File: config.mk
export PLATFORM = sky130hd
export DESIGN_NAME = fake_jpeg_bit_unpacker
export DESIGN_NICKNAME = d
export VERILOG_FILES = /design/src/rtl/fake_jpeg_bit_unpacker.sv
export SDC_FILE = /design/constraint.sdc
export NUM_CORES = 1
export LEC_CHECK = 0
export BUFFER_PORTS_ARGS = -buffer_cell sky130_fd_sc_hd__buf_2
export CELL_PAD_IN_SITES_DETAIL_PLACEMENT = 1
export CELL_PAD_IN_SITES_GLOBAL_PLACEMENT = 1
export CORE_AREA = 5 5 135 112
export DETAILED_ROUTE_END_ITERATION = 6
export DIE_AREA = 0 0 140 117
export PLACE_DENSITY = 0.89
export SETUP_SLACK_MARGIN = 0.5
export SLEW_MARGIN = 0
export SYNTH_ARGS = -nofsm -noshare
export SYNTH_HDL_FRONTEND = slang
export SYNTH_SLANG_ARGS = --single-unit
export TNS_END_PERCENT = 1
File: constraint.sdc
create_clock -name clk -period 4.4 [get_ports clk]
set_input_delay 0 -clock clk [delete_from_list [all_inputs] [get_ports clk]]
set_output_delay 0 -clock clk [all_outputs]
set_load 0.02 [all_outputs]
File: src/rtl/fake_jpeg_bit_unpacker.sv
// fake_jpeg_bit_unpacker: removes 0xFF00 stuffing and 0xFF fill bytes from the
// entropy-coded stream, detects markers, and serves MSB-first bit fields of
// 0..MAX_LEN bits. The bit buffer is MSB-aligned: bit BUF_W-1 is the oldest bit.
module fake_jpeg_bit_unpacker #(
    parameter int BUF_W   = 32,
    parameter int MAX_LEN = 11
) (
    input  logic               clk,
    input  logic               rst,
    input  logic [7:0]         byte_in,
    input  logic               byte_valid,
    output logic               byte_ready,
    input  logic               req_valid,
    input  logic [3:0]         req_len,
    output logic               req_ready,
    output logic               out_valid,
    output logic [MAX_LEN-1:0] out_bits,
    output logic [5:0]         bits_avail,
    output logic               marker_valid,
    output logic [7:0]         marker_code,
    input  logic               marker_clear
);

    // Count width is tied to the 6-bit bits_avail port, so BUF_W must stay <= 63.
    localparam int CNT_W = 6;

    typedef enum logic [1:0] {NORMAL, FF_PEND, MARKER} state_t;

    state_t             state_q, state_n;
    logic [CNT_W-1:0]   count_q, count_n, rem_p0, consume_p0;
    logic [BUF_W-1:0]   bitbuf_q, bitbuf_n, win_p0;
    logic [3:0]         len_p0;
    logic               byte_fire, req_fire, append, marker_set, clear_fire;
    logic [7:0]         app_byte;
    logic [MAX_LEN-1:0] field_p0;
    logic               vld_p1;

    // Requests longer than the output port are clamped to MAX_LEN.
    function automatic logic [3:0] sat_len(input logic [3:0] l);
        return (l > 4'(MAX_LEN)) ? 4'(MAX_LEN) : l;
    endfunction

    // Leading l bits of the window, right-aligned with zero upper bits.
    function automatic logic [MAX_LEN-1:0] extract_field(input logic [BUF_W-1:0] w,
                                                         input logic [3:0] l);
        logic [MAX_LEN-1:0] top;
        top = w[BUF_W-1 -: MAX_LEN];
        return top >> (4'(MAX_LEN) - l);
    endfunction

    assign len_p0     = sat_len(req_len);
    assign byte_ready = ~rst && (state_q != MARKER) && (count_q <= CNT_W'(BUF_W-8));
    assign req_ready  = ~rst && ~marker_clear &&
                        ((state_q == MARKER) || (count_q >= CNT_W'(len_p0)));
    assign byte_fire  = byte_valid && byte_ready;
    assign req_fire   = req_valid && req_ready;
    assign clear_fire = (state_q == MARKER) && marker_clear;
    assign bits_avail = count_q;
    assign out_valid  = vld_p1;

    // Byte-stream state machine: stuffing removal, fill skipping, marker capture.
    always_comb begin
        state_n    = state_q;
        append     = 1'b0;
        app_byte   = byte_in;
        marker_set = 1'b0;
        if (byte_fire) begin
            case (state_q)
                NORMAL: begin
                    if (byte_in == 8'hFF) state_n = FF_PEND;
                    else                  append  = 1'b1;
                end
                FF_PEND: begin
                    if (byte_in == 8'h00) begin
                        append   = 1'b1;
                        app_byte = 8'hFF;
                        state_n  = NORMAL;
                    end else if (byte_in != 8'hFF) begin
                        marker_set = 1'b1;
                        state_n    = MARKER;
                    end
                end
                default: ;
            endcase
        end
        if (clear_fire) state_n = NORMAL;
    end

    // Field extraction and buffer update; after a marker, missing bits read as 1s
    // and consumption saturates the count at zero.
    always_comb begin
        win_p0     = (state_q == MARKER) ? (bitbuf_q | ({BUF_W{1'b1}} >> count_q)) : bitbuf_q;
        field_p0   = extract_field(win_p0, len_p0);
        consume_p0 = req_fire ? CNT_W'(len_p0) : '0;
        rem_p0     = (consume_p0 > count_q) ? '0 : (count_q - consume_p0);
        bitbuf_n   = (bitbuf_q << consume_p0) & ~({BUF_W{1'b1}} >> rem_p0);
        if (append) bitbuf_n = bitbuf_n | ({app_byte, {(BUF_W-8){1'b0}}} >> rem_p0);
        count_n    = rem_p0 + (append ? CNT_W'(8) : '0);
        if (clear_fire) count_n = '0;
    end

    // Buffer contents are qualified by count, so they need no reset.
    always_ff @(posedge clk) begin
        bitbuf_q <= bitbuf_n;
    end

    // Control state, output field register and marker capture.
    always_ff @(posedge clk or posedge rst) begin
        if (rst) begin
            state_q      <= NORMAL;
            count_q      <= '0;
            vld_p1       <= 1'b0;
            out_bits     <= '0;
            marker_valid <= 1'b0;
            marker_code  <= '0;
        end else begin
            // ---- stage p0 -> p1: request served one cycle after acceptance
            state_q <= state_n;
            count_q <= count_n;
            vld_p1  <= req_fire;
            if (req_fire) out_bits <= field_p0;
            if (marker_set) begin
                marker_valid <= 1'b1;
                marker_code  <= byte_in;
            end else if (clear_fire) begin
                marker_valid <= 1'b0;
            end
        end
    end

endmodule

==> results_dict.tcl <==
set metrics [dict create \
    ys.flop_type "dfxtp_1" \
    crit_path_max_fanout 10 \
    synth-seq-cells 61 \
    path_class "reg2reg" \
    fin_crit_ns 4.08 \
    seqPwrFrac_pct 15.5 \
    r2r_slack_ns 0.32 \
    antenna_found_initial 0 \
    max_clock_freq_ghz 0.245 \
    cp_slowest_cell "o311ai_0" \
    nNetsFinal 814 \
    crit_path_max_incr_delay_ns 0.54 \
    area_delta_synth_final_pct 20.5 \
    crit_path_end_kind "flop" \
    syn_nets 761 \
    vias 6907 \
    worstPathArrival_ns 4.26 \
    h-tree-depth 3 \
    synth_edf_count 0 \
    status "completed" \
    finalHoldViolCount 0 \
    period_share_pct 92.6 \
    p_sw_share_pct 55.7 \
    fp-row-count 39 \
    path_delay_family "compound AO/OA/AOI/OAI gates" \
    cts_tree "yes" \
    grt_pass1_vias 6551 \
    place.gp.congestion 0.982 \
    cts_made_buffers 9 \
    dp_hpwl_um 17300 \
    grt_first_pass_wirelength_um 37400 \
    grt_max_degree 39 \
    root_buffer "clkbuf_16" \
    fin_setup_tns_ns 0 \
    drc 0 \
    r2r_start "bits_avail[0]" \
    worstPathCellList "inv_1 -> ha_1 -> nor2b_1 -> o21ai_2 -> a21oi_4 -> nor2_4 -> inv_1 -> ha_1 -> buf_4 -> nand4b_1 -> nor4_1 -> a21oi_1 -> o21ai_1 -> or2_2 -> nand2_1 -> o311ai_0" \
    firstDrtPassIters 5 \
    ant_nets 0 \
    die_h_um 117 \
    cts.reportedPaths.clkPinSlew_ns 0.06 \
    holdPathStages 2 \
    p_leak_nw 2.61 \
    critPathLaunchType "flop" \
    setup_violations 0 \
    drive_above_1_share_pct 23.6 \
    ys_top_cells_by_area "dfrtp_1 13%, dfxtp_1 12%, nand2_1 5.2%, nor2_1 4.8%, a21oi_1 4.7%" \
    wl_um 25800 \
    syn_inst 733 \
    ys_types 80 \
    grt_overflow_total 0 \
    grt_use_total_pct 28.9 \
    powerDensity_nw_per_um2 888 \
    start_util_pct 39.6 \
    fin_util_pct 47.7 \
    fin_skew_ns 0.0167 \
    grt_setup_unrepaired "yes" \
    clk_latency_ns 0.36 \
    netlist.area_leader.share_pct 13.3 \
    mostFrequentLayoutCells "75 x nand2_1, 69 x nor2_1, 48 x nor3_1, 48 x buf_4, 47 x a21oi_1" \
    n_antenna_cell 0 \
    cp.depth 16 \
    core_area_sq_um 13800 \
    peakVddDrop_mv 0.483 \
    min_from "byte_in[0]" \
    die_w_um 140 \
    synth_area_per_cell_sq_um 7.44 \
    wl_per_cell_um 26.4 \
    crit_buf_inv 3 \
    drt_iter0_markers 1050 \
    p_sw_w 0.00325 \
    cap_violations 0 \
    boundaryPins 46 \
    mostFrequentLayoutCell "nand2_1" \
    yosysTopAreaCell "dfrtp_1" \
    die_area_sq_um 16400 \
    fillCellCount 1719 \
    vias_per_cell 7.08 \
    cp_data_required_time_ns 4.58 \
    cts_buffer_depth 2 \
    min_path_type "in2reg" \
    combPwrFrac_pct 73.0 \
    r2r.worst_path.cells 16 \
    p_int_w 0.00258 \
    numPortBuffers 45 \
    cts_sinks 61 \
    syn_area_sq_um 5450 \
    maxSlewViolCount 0 \
    synth-seq-area-share_pct 25.1 \
    async_flop_share_pct 47.5 \
    tightest_slew_ns 0.675 \
    worstSetupStartpoint "bits_avail[0]" \
    synth_warnings 0 \
    maxSlewHeadroom_pct 53.9 \
    clock_power_share_pct 11.5 \
]
[logic make-up (layout without fill, tap and decap cells)]
kind of cell    count (synthesis)  in the layout  share of synthesized area [%]
mux                            33             33                           6.40
buf+inv                        79            137                           6.10
xor+xnor                        4              4                          0.643
fa+ha+maj                      12             12                           2.85
flops                          61             61                           25.1
compound gates                261            261                           34.0
simple gates                  283            283                           24.9
[synth_stat cells, drive strengths merged (13+ instances only)]
| cell | instances |
|---|---|
| nor2 | 74 |
| dfrtp | 29 |
| nand2 | 76 |
| mux2i | 18 |
| o21ai | 48 |
| nor4 | 17 |
| inv | 23 |
| a211oi | 16 |
| nand3 | 15 |
| buf | 24 |
| nor3 | 48 |
| o22ai | 24 |
| o32ai | 13 |
| a21oi | 55 |
| clkbuf | 32 |
| mux2 | 15 |
| dfxtp | 32 |
[path summary, 6_finish.rpt]
kind | end
setup / recovery | bitbuf_q[14]
hold / removal | marker_code[0]
setup reg to reg | bitbuf_q[14]
hold reg to reg | out_bits[3]
max in group asynchronous | out_bits[2]
min in group asynchronous | bits_avail[5]
[per-stage QoR]
stage / cell area, sq um / power, W / hold slack (ns) / std cells / worst slack [ns]
6_report: 6570 / 0.00583 / 0.0261 / 975 / 0.324
5_1_grt: 6570 / 0.00601 / 0.0327 / 975 / 0.224
4_1_cts: 6370 / 0.00523 / 0.000659 / 965 / 0.402
3_5_place_dp: 6040 / 0.00450 / 0.143 / 944 / 0.104
3_3_place_gp: 6040 / 0.00440 / 0.114 / 944 / 0.308
2_1_floorplan: 5620 / 0.00327 / 0.0781 / 733 / 0.470
[area by class of cell]
class                           count  area (sq um)  share of cell area (%)
Timing Repair Buffer               98           636                    9.68
Inverter                           23          90.1                    1.37
Multi-Input combinational cell    593          3990                    60.7
Clock inverter                      5          27.5                   0.419
Clock buffer                       11           233                    3.54
Tap cell                          184           230                    3.50
Sequential cell                    61          1370                    20.8
[layer usage]
layer  wire [um]  track usage [%]  vias to the layer above  share of wire [%]
met1       10100             39.2                     3331                 39
met4        1140             10.7                        0                4.4
met5           0             1.75                        -                  0
met3        3040             6.38                      122                 12
met2       11500             45.5                      530                 45
li1            -                -                     2924                  -
[sequential cells by signal (all words and copies together) (netlist names)]
register,cells
bitbuf_q,32
out_bits,11
marker_code,8
bits_avail,6
state_q,2
marker_valid,1
out_valid,1
[power groups by stage]
stage	combinational, W	clock [W]	sequential (W)
after floorplan	0.00231	0	0.000954
after global placement	0.00350	0	0.000896
after detailed placement	0.00359	0	0.000904
after CTS	0.00368	0.000660	0.000894
after global routing	0.00440	0.000691	0.000920
final	0.00426	0.000669	0.000907
[what timing repair did]
| item | CTS | global route |
|---|---|---|
| hold endpoints to repair | 17 | 0 |
| gates resized for setup | 5 | 26 |
| hold buffers | 5 | 0 |
| pin swaps | 0 | 4 |
| endpoints found under the setup margin | 26 | 34 |
| setup buffers | 0 | 10 |
| cloned | 0 | 0 |
No activity file was read; power rests on OpenSTA's default activity.
